[src/rtl/peripheral_operand_sequencer_if.sv]
// Byte handshake from the serial receiver plus the operand-register write bus.
// master = receiver/downstream side, slave = the sequencer.
interface peripheral_operand_sequencer_if;
  logic [7:0] rx_data;
  logic       rx_valid;
  logic       rx_ready;
  logic       start;
  logic [7:0] inputdata;
  logic       loaddata;
  logic [3:0] datainput_i;
  logic       busy;
  logic       done;
  logic       timeout_err;

  modport master (
    output rx_data, rx_valid, start,
    input  rx_ready, inputdata, loaddata, datainput_i, busy, done, timeout_err
  );

  modport slave (
    input  rx_data, rx_valid, start,
    output rx_ready, inputdata, loaddata, datainput_i, busy, done, timeout_err
  );
endinterface

[src/rtl/peripheral_operand_sequencer.sv]
// Collects an 8-byte operand frame (A then B, LSB first) from a byte stream and
// strobes each byte into the operand register stage, aborting on inter-byte timeout.
module peripheral_operand_sequencer #(
  parameter int TIMEOUT = 50000
) (
  input logic clk,
  input logic reset,
  peripheral_operand_sequencer_if.slave bus
);
  localparam int TW = $clog2(TIMEOUT) + 1;
  localparam logic [TW-1:0] TLIMIT = TW'(TIMEOUT - 1);
  localparam logic [TW-1:0] TSAT   = {TW{1'b1}};

  typedef enum logic [2:0] {IDLE, WAIT_BYTE, LOAD, DONE, ERR} state_t;

  state_t        state, next_state;
  logic [2:0]    index;
  logic [TW-1:0] timer;
  logic          accept;
  logic          expired;

  // The first byte of a frame may take arbitrarily long, so the timer only arms once index moves on.
  assign accept  = (state == WAIT_BYTE) && bus.rx_valid;
  assign expired = (index != 3'd0) && (timer >= TLIMIT);

  always_ff @(posedge clk) begin
    if (reset) state <= IDLE;
    else       state <= next_state;
  end

  // An accept in the same cycle the timer hits its limit still wins.
  always_comb begin
    next_state = state;
    unique case (state)
      IDLE:      if (bus.start) next_state = WAIT_BYTE;
      WAIT_BYTE: begin
        if (accept)       next_state = LOAD;
        else if (expired) next_state = ERR;
      end
      LOAD:      next_state = (index == 3'd7) ? DONE : WAIT_BYTE;
      DONE:      next_state = IDLE;
      ERR:       next_state = IDLE;
      default:   next_state = IDLE;
    endcase
  end

  always_comb begin
    bus.rx_ready    = 1'b0;
    bus.busy        = 1'b0;
    bus.loaddata    = 1'b0;
    bus.done        = 1'b0;
    bus.timeout_err = 1'b0;
    case (state)
      WAIT_BYTE: begin
        bus.rx_ready = 1'b1;
        bus.busy     = 1'b1;
      end
      LOAD: begin
        bus.loaddata = 1'b1;
        bus.busy     = 1'b1;
      end
      DONE:    bus.done        = 1'b1;
      ERR:     bus.timeout_err = 1'b1;
      default: ;
    endcase
  end

  // Slot index, inter-byte timer and the held write bus.
  always_ff @(posedge clk) begin
    if (reset) begin
      index           <= 3'd0;
      timer           <= '0;
      bus.inputdata   <= 8'h00;
      bus.datainput_i <= 4'd0;
    end else begin
      case (state)
        IDLE: begin
          if (bus.start) begin
            index <= 3'd0;
            timer <= '0;
          end
        end
        WAIT_BYTE: begin
          if (accept) begin
            bus.inputdata   <= bus.rx_data;
            bus.datainput_i <= {1'b0, index};
          end else if ((index != 3'd0) && (timer != TSAT)) begin
            timer <= timer + TW'(1);
          end
        end
        LOAD: begin
          if (index != 3'd7) begin
            index <= index + 3'd1;
            timer <= '0;
          end
        end
        DONE:    index <= 3'd0;
        ERR:     index <= 3'd0;
        default: ;
      endcase
    end
  end
endmodule

[src/flat_wrapper.sv]
// flat-port wrapper written by rule: the top's interface ports become plain ports
module peripheral_operand_sequencer_flat 
#(
  parameter int TIMEOUT = 50000
)
  (clk, reset, bus_rx_data, bus_rx_valid, bus_start, bus_rx_ready, bus_inputdata, bus_loaddata, bus_datainput_i, bus_busy, bus_done, bus_timeout_err);
  peripheral_operand_sequencer_if bus_i ();
  input logic clk;
  input logic reset;
  input wire logic [$bits(bus_i.rx_data)-1:0] bus_rx_data;
  input wire logic [$bits(bus_i.rx_valid)-1:0] bus_rx_valid;
  input wire logic [$bits(bus_i.start)-1:0] bus_start;
  output wire logic [$bits(bus_i.rx_ready)-1:0] bus_rx_ready;
  output wire logic [$bits(bus_i.inputdata)-1:0] bus_inputdata;
  output wire logic [$bits(bus_i.loaddata)-1:0] bus_loaddata;
  output wire logic [$bits(bus_i.datainput_i)-1:0] bus_datainput_i;
  output wire logic [$bits(bus_i.busy)-1:0] bus_busy;
  output wire logic [$bits(bus_i.done)-1:0] bus_done;
  output wire logic [$bits(bus_i.timeout_err)-1:0] bus_timeout_err;
  assign bus_i.rx_data = bus_rx_data;
  assign bus_i.rx_valid = bus_rx_valid;
  assign bus_i.start = bus_start;
  assign bus_rx_ready = bus_i.rx_ready;
  assign bus_inputdata = bus_i.inputdata;
  assign bus_loaddata = bus_i.loaddata;
  assign bus_datainput_i = bus_i.datainput_i;
  assign bus_busy = bus_i.busy;
  assign bus_done = bus_i.done;
  assign bus_timeout_err = bus_i.timeout_err;
  peripheral_operand_sequencer #(.TIMEOUT(TIMEOUT)) u_core (.clk(clk), .reset(reset), .bus(bus_i));
endmodule
[config.mk]
export PLATFORM = sky130hd
export DESIGN_NAME = peripheral_operand_sequencer_flat
export DESIGN_NICKNAME = d
export VERILOG_FILES = /design/src/rtl/peripheral_operand_sequencer_if.sv /design/src/rtl/peripheral_operand_sequencer.sv /design/src/flat_wrapper.sv
export SDC_FILE = /design/constraint.sdc
export NUM_CORES = 1
export LEC_CHECK = 0
export CORE_ASPECT_RATIO = 1.2
export CORE_UTILIZATION = 49
export CTS_BUF_LIST = sky130_fd_sc_hd__clkbuf_8
export DETAILED_ROUTE_END_ITERATION = 7
export GPL_TIMING_DRIVEN = 0
export PLACE_DENSITY_LB_ADDON = 0.1
export SLEW_MARGIN = 20
export SYNTH_ARGS = -nofsm -noshare
export SYNTH_HDL_FRONTEND = slang
export SYNTH_SLANG_ARGS = --single-unit
[constraint.sdc]
create_clock -name clk -period 2.7 [get_ports clk]
set_clock_uncertainty 0.2 [all_clocks]
set_input_delay 0.405 -clock clk [delete_from_list [all_inputs] [get_ports clk]]
set_output_delay 0.405 -clock clk [all_outputs]
set_load 0.005 [all_outputs]
# Yosys cells after proc, flatten, opt, wreduce, memory -nomap -nowiden
# Cells that the tools add are included.
[totals] regBits=34 latch_bits=0 ram_bits=0 rom_bits=0 out_inout_bits=17 mem_count=0
[op_classes] addsub=2 mul=0 div_mod_pow=0 order_cmp=1 eq_ne=12 shifts=0 mux=18 bitwise=0 reduce_logical=13
[op_table] op="$mux W17" n=4
[op_table] op="$pmux W17 S3" n=1
[op_table] op="$pmux W3 S3" n=2
[op_table] op="$add A17 B1 Y17 const B" n=1
[op_table] op="$ge A17 B16 Y1 const B" n=1
[op_table] op="$ne A17 B17 Y1 const B" n=1
[op_table] op="$mux W3" n=5
[op_table] op="$reduce_bool A3 Y1" n=3
[op_table] op="$eq A3 B2 Y1 const B" n=2
[op_table] op="$eq A3 B3 Y1 const B" n=2
[op_table] op="$ne A2 B2 Y1 const B" n=3
[op_table] op="$mux W1" n=5
[op_table] op="$reduce_and A5 Y1" n=1
[op_table] op="$reduce_and A2 Y1" n=2
[op_table] op="$reduce_or A2 Y1" n=2
[op_table] op="$add A3 B1 Y3 const B" n=1
[op_table] op="$eq A3 B1 Y1 const B" n=1
[op_table] op="$logic_and A1 B1 Y1" n=3
[op_table] op="$logic_not A3 Y1" n=1
[op_table] op="$ne A3 B1 Y1 const B" n=1
[op_table] op="$ne A3 B3 Y1 const B" n=1
[op_table] op="$reduce_and A3 Y1" n=1
[op_table] op="$mux W2" n=1
[op_table] op="$ne A2 B1 Y1 const B" n=1

# Logic depth before layout (Yosys ltp)
# Gate-level depths: netlist of the first run.
[logic_depth] ltp_word=5 mapped_depth=10 ltp_nobuf=8

# Worst setup path before layout of the first run
# No wires, ideal clock.
[synth_path] kind="reg2reg" startpoint="reg u_core.timer[6]" endpoint="reg u_core.timer[15]" arrival_ns=2.222 required_ns=2.375 setup_slack_ns=0.153 stages_incl_launch_ff=10 path_buffers=1 synth_period_minus_slack_ns=2.547 cell_sequence="dfxtp_1 and4_1 clkbuf_1 nand3_1 nor3_1 ha_1 or4_4 a2111oi_2 xnor2_1 nor2_2"
[synth_between] elab_chain_cells=4
[synth_rtl] item="start: declaration" line="peripheral_operand_sequencer.sv:18" source="logic [TW-1:0] timer;"
[synth_rtl] item="start signal: assignment" line="peripheral_operand_sequencer.sv:88" source="timer <= timer + TW'(1);"
[synth_rtl] item="$add A17 B1 Y17 / $ne A17 B17 Y1 (equally long branches)" line="peripheral_operand_sequencer.sv:88, peripheral_operand_sequencer.sv:87"
[synth_rtl] item="$mux W17 / $logic_and A1 B1 Y1 (equally long branches)" line="peripheral_operand_sequencer.sv:87" source="end else if ((index != 3'd0) && (timer != TSAT)) begin"
[synth_rtl] item="$mux W17 / $ne A2 B2 Y1 (equally long branches)"
[synth_rtl] item="$pmux W17 S3 / $reduce_and A5 Y1 (equally long branches)"
# Parallel ways exist; a longest one is shown, timed or not. The select of a mux whose other input is x is not followed.
# A chain may end at the register's enable or synchronous reset.

# Worst setup path in the final report of the first run
[layout_path] startpoint="reg u_core.timer[7]" endpoint="reg u_core.timer[10]"
# Same word-level chain as after synthesis.

==> results of run 1 <==
-- cell usage in the layout (no fill, tap or decap), types with 3 or more instances in the layout --
master	instances
nand2_1	34
clkbuf_1	5
a21oi_1	15
xnor2_1	13
a211oi_2	9
dfxtp_1	34
ha_1	5
nor3_1	5
nor2b_1	5
buf_4	4
o21ai_0	3
clkbuf_8	6
inv_1	10
nand2b_1	3
nor2_1	20
or3_1	3
clkdlybuf4s50_1	27
nand3_1	6
nor4_1	4
-- state kept, by name, summed over array words and instances (netlist names) --
signal	flops
u_core.index	3
u_core.timer	17
u_core.bus.datainput_i	3
u_core.bus.inputdata	8
u_core.state	3
-- power by group --
group | internal [W] | switching (W) | leakage [nW]
Combinational | 0.0000561 | 0.0000625 | 0.412
Clock | 0.000202 | 0.000185 | 0.0524
Sequential | 0.000509 | 0.00000385 | 0.275
Total | 0.000767 | 0.000252 | 0.739
-- path summary, 6_finish.rpt --
| path | to | slack [ns] | cells past startpoint |
|---|---|---|---|
| hold reg to reg | u_core.bus.inputdata[1] | 0.25 | 2 |
| setup reg to reg | u_core.timer[10] | 0.15 | 8 |
| hold / removal | u_core.bus.inputdata[1] | 0.25 | 2 |
| setup / recovery | u_core.timer[10] | 0.15 | 8 |
-- kinds of logic after synthesis --
logic type,share of synthesized area
AND/OR/NAND/NOR,0.250
multiplexers,0.0122
XOR/XNOR,0.0656
other,0.00216
flip-flops,0.392
AO/OA/AOI/OAI,0.187
buffers and inverters,0.0547
adder cells (fa/ha/maj),0.0360
-- metrics by stage --
stage	total power (W)	area, µm²	instances	util	setup TNS [ns]
2_1_floorplan	0.000588	1740	207	-	0
3_3_place_gp	0.000637	2050	271	0.610	-0.259
3_5_place_dp	0.000640	2050	271	0.610	-0.562
4_1_cts	0.00102	2170	280	0.645	0
5_1_grt	0.00106	2190	281	0.652	0
6_report	0.00102	2190	281	0.652	0
-- repair_timing --
action	4_1_cts	5_1_grt
pin swaps	2	2
gates resized for setup	3	4
buffers inserted	1	2
setup endpoints to repair	13	14
-- area by class of cell --
cell class / instances / area, µm²
multi-input combinational: 153 / 992
inverter: 9 / 33.8
tap: 37 / 46.3
clock buffer: 6 / 82.6
clock inverter: 2 / 8.76
timing repair buffer: 30 / 293
sequential: 34 / 681
fill: 282 / 1170
buffer: 10 / 57.6
-- routing by layer --
| metal | routed length, µm | track usage | vias to the layer above |
|---|---|---|---|
| met4 | 42 | 0.0884 | 0 |
| met5 | 0 | 0 | - |
| met3 | 93 | 0.0575 | 4 |
| met1 | 1710 | 0.255 | 765 |
| met2 | 2180 | 0.430 | 25 |
| li1 | - | - | 782 |
-- worst max-delay path, cell delays in order (launching register included) --
cell and delay (ns):
dfxtp_1 0.37, and4_1 0.24, nand3_2 0.09, nor3_1 0.06, ha_1 0.21, or4_4 0.60, a2111oi_2 0.45, xnor2_1 0.17
nor2_1 0.05
==> results.py, run 1 <==
metrics = {
    "setup_path": {
        "crit_path_start": "u_core.timer[7]",
        "cp-end-kind": "register",
        "r2r-start": "u_core.timer[7]",
        "path_max_fanout": 6,
        "cp.arrival_ns": 2.53,
        "start_kind": "register",
        "critical_path_required_ns": 2.68,
        "crit_type": "reg2reg",
    },
    "worst_hold_path": {
        "hold_class": "reg2reg",
        "hp-start": "u_core.bus.inputdata[1]",
    },
    "sta": {
        "slew_viol_final": 0,
        "finalCritPeriodShare": 0.945,
        "fmax_ghz": 0.392,
        "relSlewSlack": 0.578,
        "setup_viol_count_final": 0,
        "whs_ns": 0.252,
        "rsz0062_at_grt": "false",
        "final.setup.worst_slack_ns": 0.148,
        "hold_viol_final": 0,
        "tightestPinTransition_ns": 0.630,
        "period_minus_slack_ns": 2.55,
    },
    "cells_and_area": {
        "drive_above_1_share": 0.143,
        "syn2layout_area_growth_pct": 26.4,
        "num-nets-final": 260,
        "antenna_cells": 0,
    },
    "floorplanning": {
        "dieArea_um2": 3790,
        "rows": 23,
        "core_area_um2": 3370,
        "start_util": 0.516,
        "die_w_um": 56.3,
        "io_pins": 29,
        "dieHeight_um": 67.2,
    },
    "logic_synthesis": {
        "synth_edf_count": 0,
        "netlist_instances": 207,
        "ys_async_sr_fraction": 0,
        "yosysTopAreaCell": "dfxtp_1",
        "netlist_top_cells_count": "35 x nand2_1, 34 x dfxtp_1, 20 x nor2_1, 15 x a21oi_1, 13 x xnor2_1",
        "synth_flop_cell": "dfxtp_1",
        "synth_top_area_frac": 0.392,
        "syn_area_um2": 1740,
        "synth_most_common_cell": "nand2_1",
        "synth_nets": 224,
        "avgSynthCellArea_um2": 8.39,
        "netlist-cell-type-count": 40,
        "yosysSeqAreaShare": 0.392,
        "ys_seq_elements": 34,
        "synth.area.top_cells": "dfxtp_1 39%, nand2_1 7.6%, xnor2_1 6.6%, a211oi_2 6.5%, a21oi_1 4.3%",
        "synth_warnings": 0,
    },
    "place": {
        "gp_congestion": 0.806,
        "place_ws_ns": -0.0999,
        "dp_hpwl_mm": 2.89,
        "io_buffers": 27,
    },
    "global_route": {
        "grt_pass1_wl_mm": 6.71,
        "grtUsageTotal": 0.231,
        "grt_max_degree": 11,
        "grt_pass1_vias": 1516,
        "grt_overflow": 0,
        "antenna_found_initial": 0,
    },
    "drt": {
        "dr.pass1.iters": 4,
        "wl_per_cell_um": 14.3,
        "drc": 0,
        "vias_per_cell": 5.61,
        "wl_mm": 4.03,
        "drt-initial-drc-count": 62,
        "vias": 1576,
        "postRouteAntennaNets": 0,
    },
    "clock_network": {
        "cts_root_buffer": "clkbuf_8",
        "cts.clk_slew.worst_paths_ns": 0.07,
        "htreeDepth": 2,
        "cts.sink_count": 34,
        "cts_inserted_buffers": 5,
        "cts_hold_buffers": 0,
        "clock_latency_ns": 0.28,
        "cts_tree": "done",
        "cts_buffer_depth": 2,
    },
    "power": {
        "p_leak_nw": 0.739,
        "p_per_area_nw_per_um2": 464,
        "peakVddDrop_mv": 0.361,
    },
    "job": {
        "max_cap_viol_count": 0,
    },
    "outcome": {
        "outcome": "complete, no violations",
    },
}
(Power assumes the default switching activity.)
==> run 2, diff against run 1 <==
Settings changed: CORE_UTILIZATION 49 to 47, CTS_BUF_LIST sky130_fd_sc_hd__clkbuf_8 to sky130_fd_sc_hd__clkbuf_4 sky130_fd_sc_hd__clkbuf_8 sky130_fd_sc_hd__clkbuf_16, CTS_CLUSTER_DIAMETER set to 80.
==> run 2 against run 1 <==
Effect of this change: final cell count down 1.1%; total power up 18%; global-route usage down 3.2 points; highest routed layer unchanged; worst hold slack better by 0.0021 ns; design area up 0.51%; sequential share of layout area down 0.16 points; sequential power about the same; setup slack worse by 0.013 ns; largest power group is now the clock network; largest cell class unchanged; maximum frequency down 0.49%; critical path type unchanged; critical path depth unchanged.
==> results.py, run 2 (same netlist as run 1, synthesis figures left out) <==
metrics = {
    "worst_hold_path": {
        "hold_class": "reg2reg",
        "hp-start": "u_core.bus.inputdata[2]",
        "min_to": "u_core.bus.inputdata[2]",
        "holdPathStages": 2,
    },
    "drt": {
        "wl_per_cell_um": 12.8,
        "vias": 1483,
        "drc": 0,
        "wl_mm": 3.55,
        "postRouteAntennaNets": 0,
        "drt-initial-drc-count": 65,
        "dr.pass1.iters": 4,
        "vias_per_cell": 5.33,
    },
    "floorplanning": {
        "dieArea_um2": 3940,
        "dieHeight_um": 68.6,
        "rows": 23,
        "io_pins": 29,
        "start_util": 0.507,
        "core_area_um2": 3420,
        "die_w_um": 57.5,
    },
    "sta": {
        "hold_viol_final": 0,
        "whs_ns": 0.254,
        "slew_viol_final": 0,
        "tightestPinTransition_ns": 0.619,
        "fmax_ghz": 0.390,
        "relSlewSlack": 0.584,
        "period_minus_slack_ns": 2.56,
        "finalCritPeriodShare": 0.950,
        "setup_viol_count_final": 0,
    },
    "global_route": {
        "grtUsageTotal": 0.199,
        "grt_overflow": 0,
        "grt_pass1_wl_mm": 5.85,
        "grt_max_degree": 12,
        "antenna_found_initial": 0,
        "grt_pass1_vias": 1306,
    },
    "setup_path": {
        "start_kind": "register",
        "reg2reg_setup_slack_ns": 0.14,
        "cp-end-kind": "register",
        "critical_path_required_ns": 2.66,
        "r2r_end": "u_core.timer[15]",
        "path_max_fanout": 8,
        "cp.arrival_ns": 2.53,
        "r2r-start": "u_core.timer[0]",
        "crit_path_start": "u_core.timer[0]",
        "worstRegToRegCells": 8,
        "crit_type": "reg2reg",
    },
    "cells_and_area": {
        "largest-register": "u_core.timer",
        "top_regs": "u_core.timer x17, u_core.bus.inputdata x8",
        "syn2layout_area_growth_pct": 27.0,
        "multiInputGateArea_um2": 975,
        "drive_above_1_share": 0.133,
        "nFillCells": 311,
        "layout_common_cells": "34 x nand2_1, 34 x dfxtp_1, 27 x clkdlybuf4s50_1",
        "num-nets-final": 257,
        "antenna_cells": 0,
        "regArea_um2": 681,
        "largest_register_ffs": 17,
        "design_area_um2": 2210,
    },
    "clock_network": {
        "cts_hold_buffers": 0,
        "post_cts_buffers": 0,
        "cts_buffer_depth": 2,
        "htreeDepth": 2,
        "cts_inserted_buffers": 5,
        "clock_latency_ns": 0.29,
        "cts.clk_slew.worst_paths_ns": 0.07,
        "cts_tree": "done",
        "cts.sink_count": 34,
        "cts_root_buffer": "clkbuf_8",
    },
    "place": {
        "placedInstanceArea_um2": 2050,
        "io_buffers": 27,
        "dp_hpwl_mm": 2.56,
        "gp_congestion": 0.794,
    },
    "power": {
        "finalPower_w": 0.00120,
        "p_leak_nw": 0.744,
        "peakVddDrop_mv": 0.324,
        "p_per_area_nw_per_um2": 545,
    },
    "outcome": {
        "outcome": "complete, no violations",
    },
    "job": {
        "max_cap_viol_count": 0,
    },
}
run 2: cell count changes in the layout (fill, tap and decap cells not counted):
cell / previous run / this run
a2111oi_2: 2 / 3
buf_4: 4 / 1
and4_4: 1 / 0
a2111oi_4: 1 / 0
o21ai_1: 1 / 2
clkinv_2: 1 / 0
and4_2: 0 / 1
o21ai_2: 1 / 0
inv_1: 10 / 9
bufinv_16: 0 / 2
run 2: cell type report:
type	instances	share of cell area
Buffer	10	0.0261
Multi-Input combinational cell	153	0.442
Sequential cell	34	0.309
Clock buffer	6	0.0374
Timing Repair Buffer	27	0.123
Inverter	9	0.0153
Clock inverter	2	0.0272
Tap cell	37	0.0210
run 2: worst max-delay path by stage:
stage                                   to  slack, ns  cells past startpoint
after global routing       u_core.timer[7]     -0.005                      9
final                     u_core.timer[15]       0.14                      8
after CTS                 u_core.timer[15]       0.01                      9
after floorplan           u_core.timer[15]       0.15                      9
after global placement    u_core.timer[13]      -0.06                      8
after detailed placement  u_core.timer[15]      -0.07                      8
run 2: critical path, stage by stage (launching register included):
cell	delay, ns
dfxtp_1	0.36
ha_1	0.26
nand2_4	0.15
nor3_1	0.08
ha_1	0.21
or4_4	0.55
a2111oi_2	0.41
xnor2_1	0.18
nor2_2	0.04
run 2: routing by layer:
layer,track usage,vias up,share of wire
li1,-,772,-
met1,0.228,679,0.45
met2,0.346,25,0.49
met3,0.0429,7,0.034
met4,0.110,0,0.022
met5,0,-,0
run 2: metrics by stage:
step	worst slack (ns)	cells	setup TNS, ns	utilization
global route	-0.00501	278	-0.00539	0.644
detailed placement	-0.0722	271	-0.692	0.600
floorplan	0.153	207	0	-
global placement	-0.0626	271	-0.538	0.600
finish	0.135	278	0	0.644
CTS	0.00988	279	0	0.643
run 2: report_power, final:
group	internal, W	switching, W
registers	0.000509	0.00000369
clock network	0.000394	0.000182
logic	0.0000555	0.0000586
total	0.000958	0.000244
run 2: repair_timing:
item	in CTS	in global routing
gates cloned	0	0
endpoints found under the setup margin	13	14
gates resized for setup	2	2
pin swaps	0	2
hold endpoints to repair	0	0
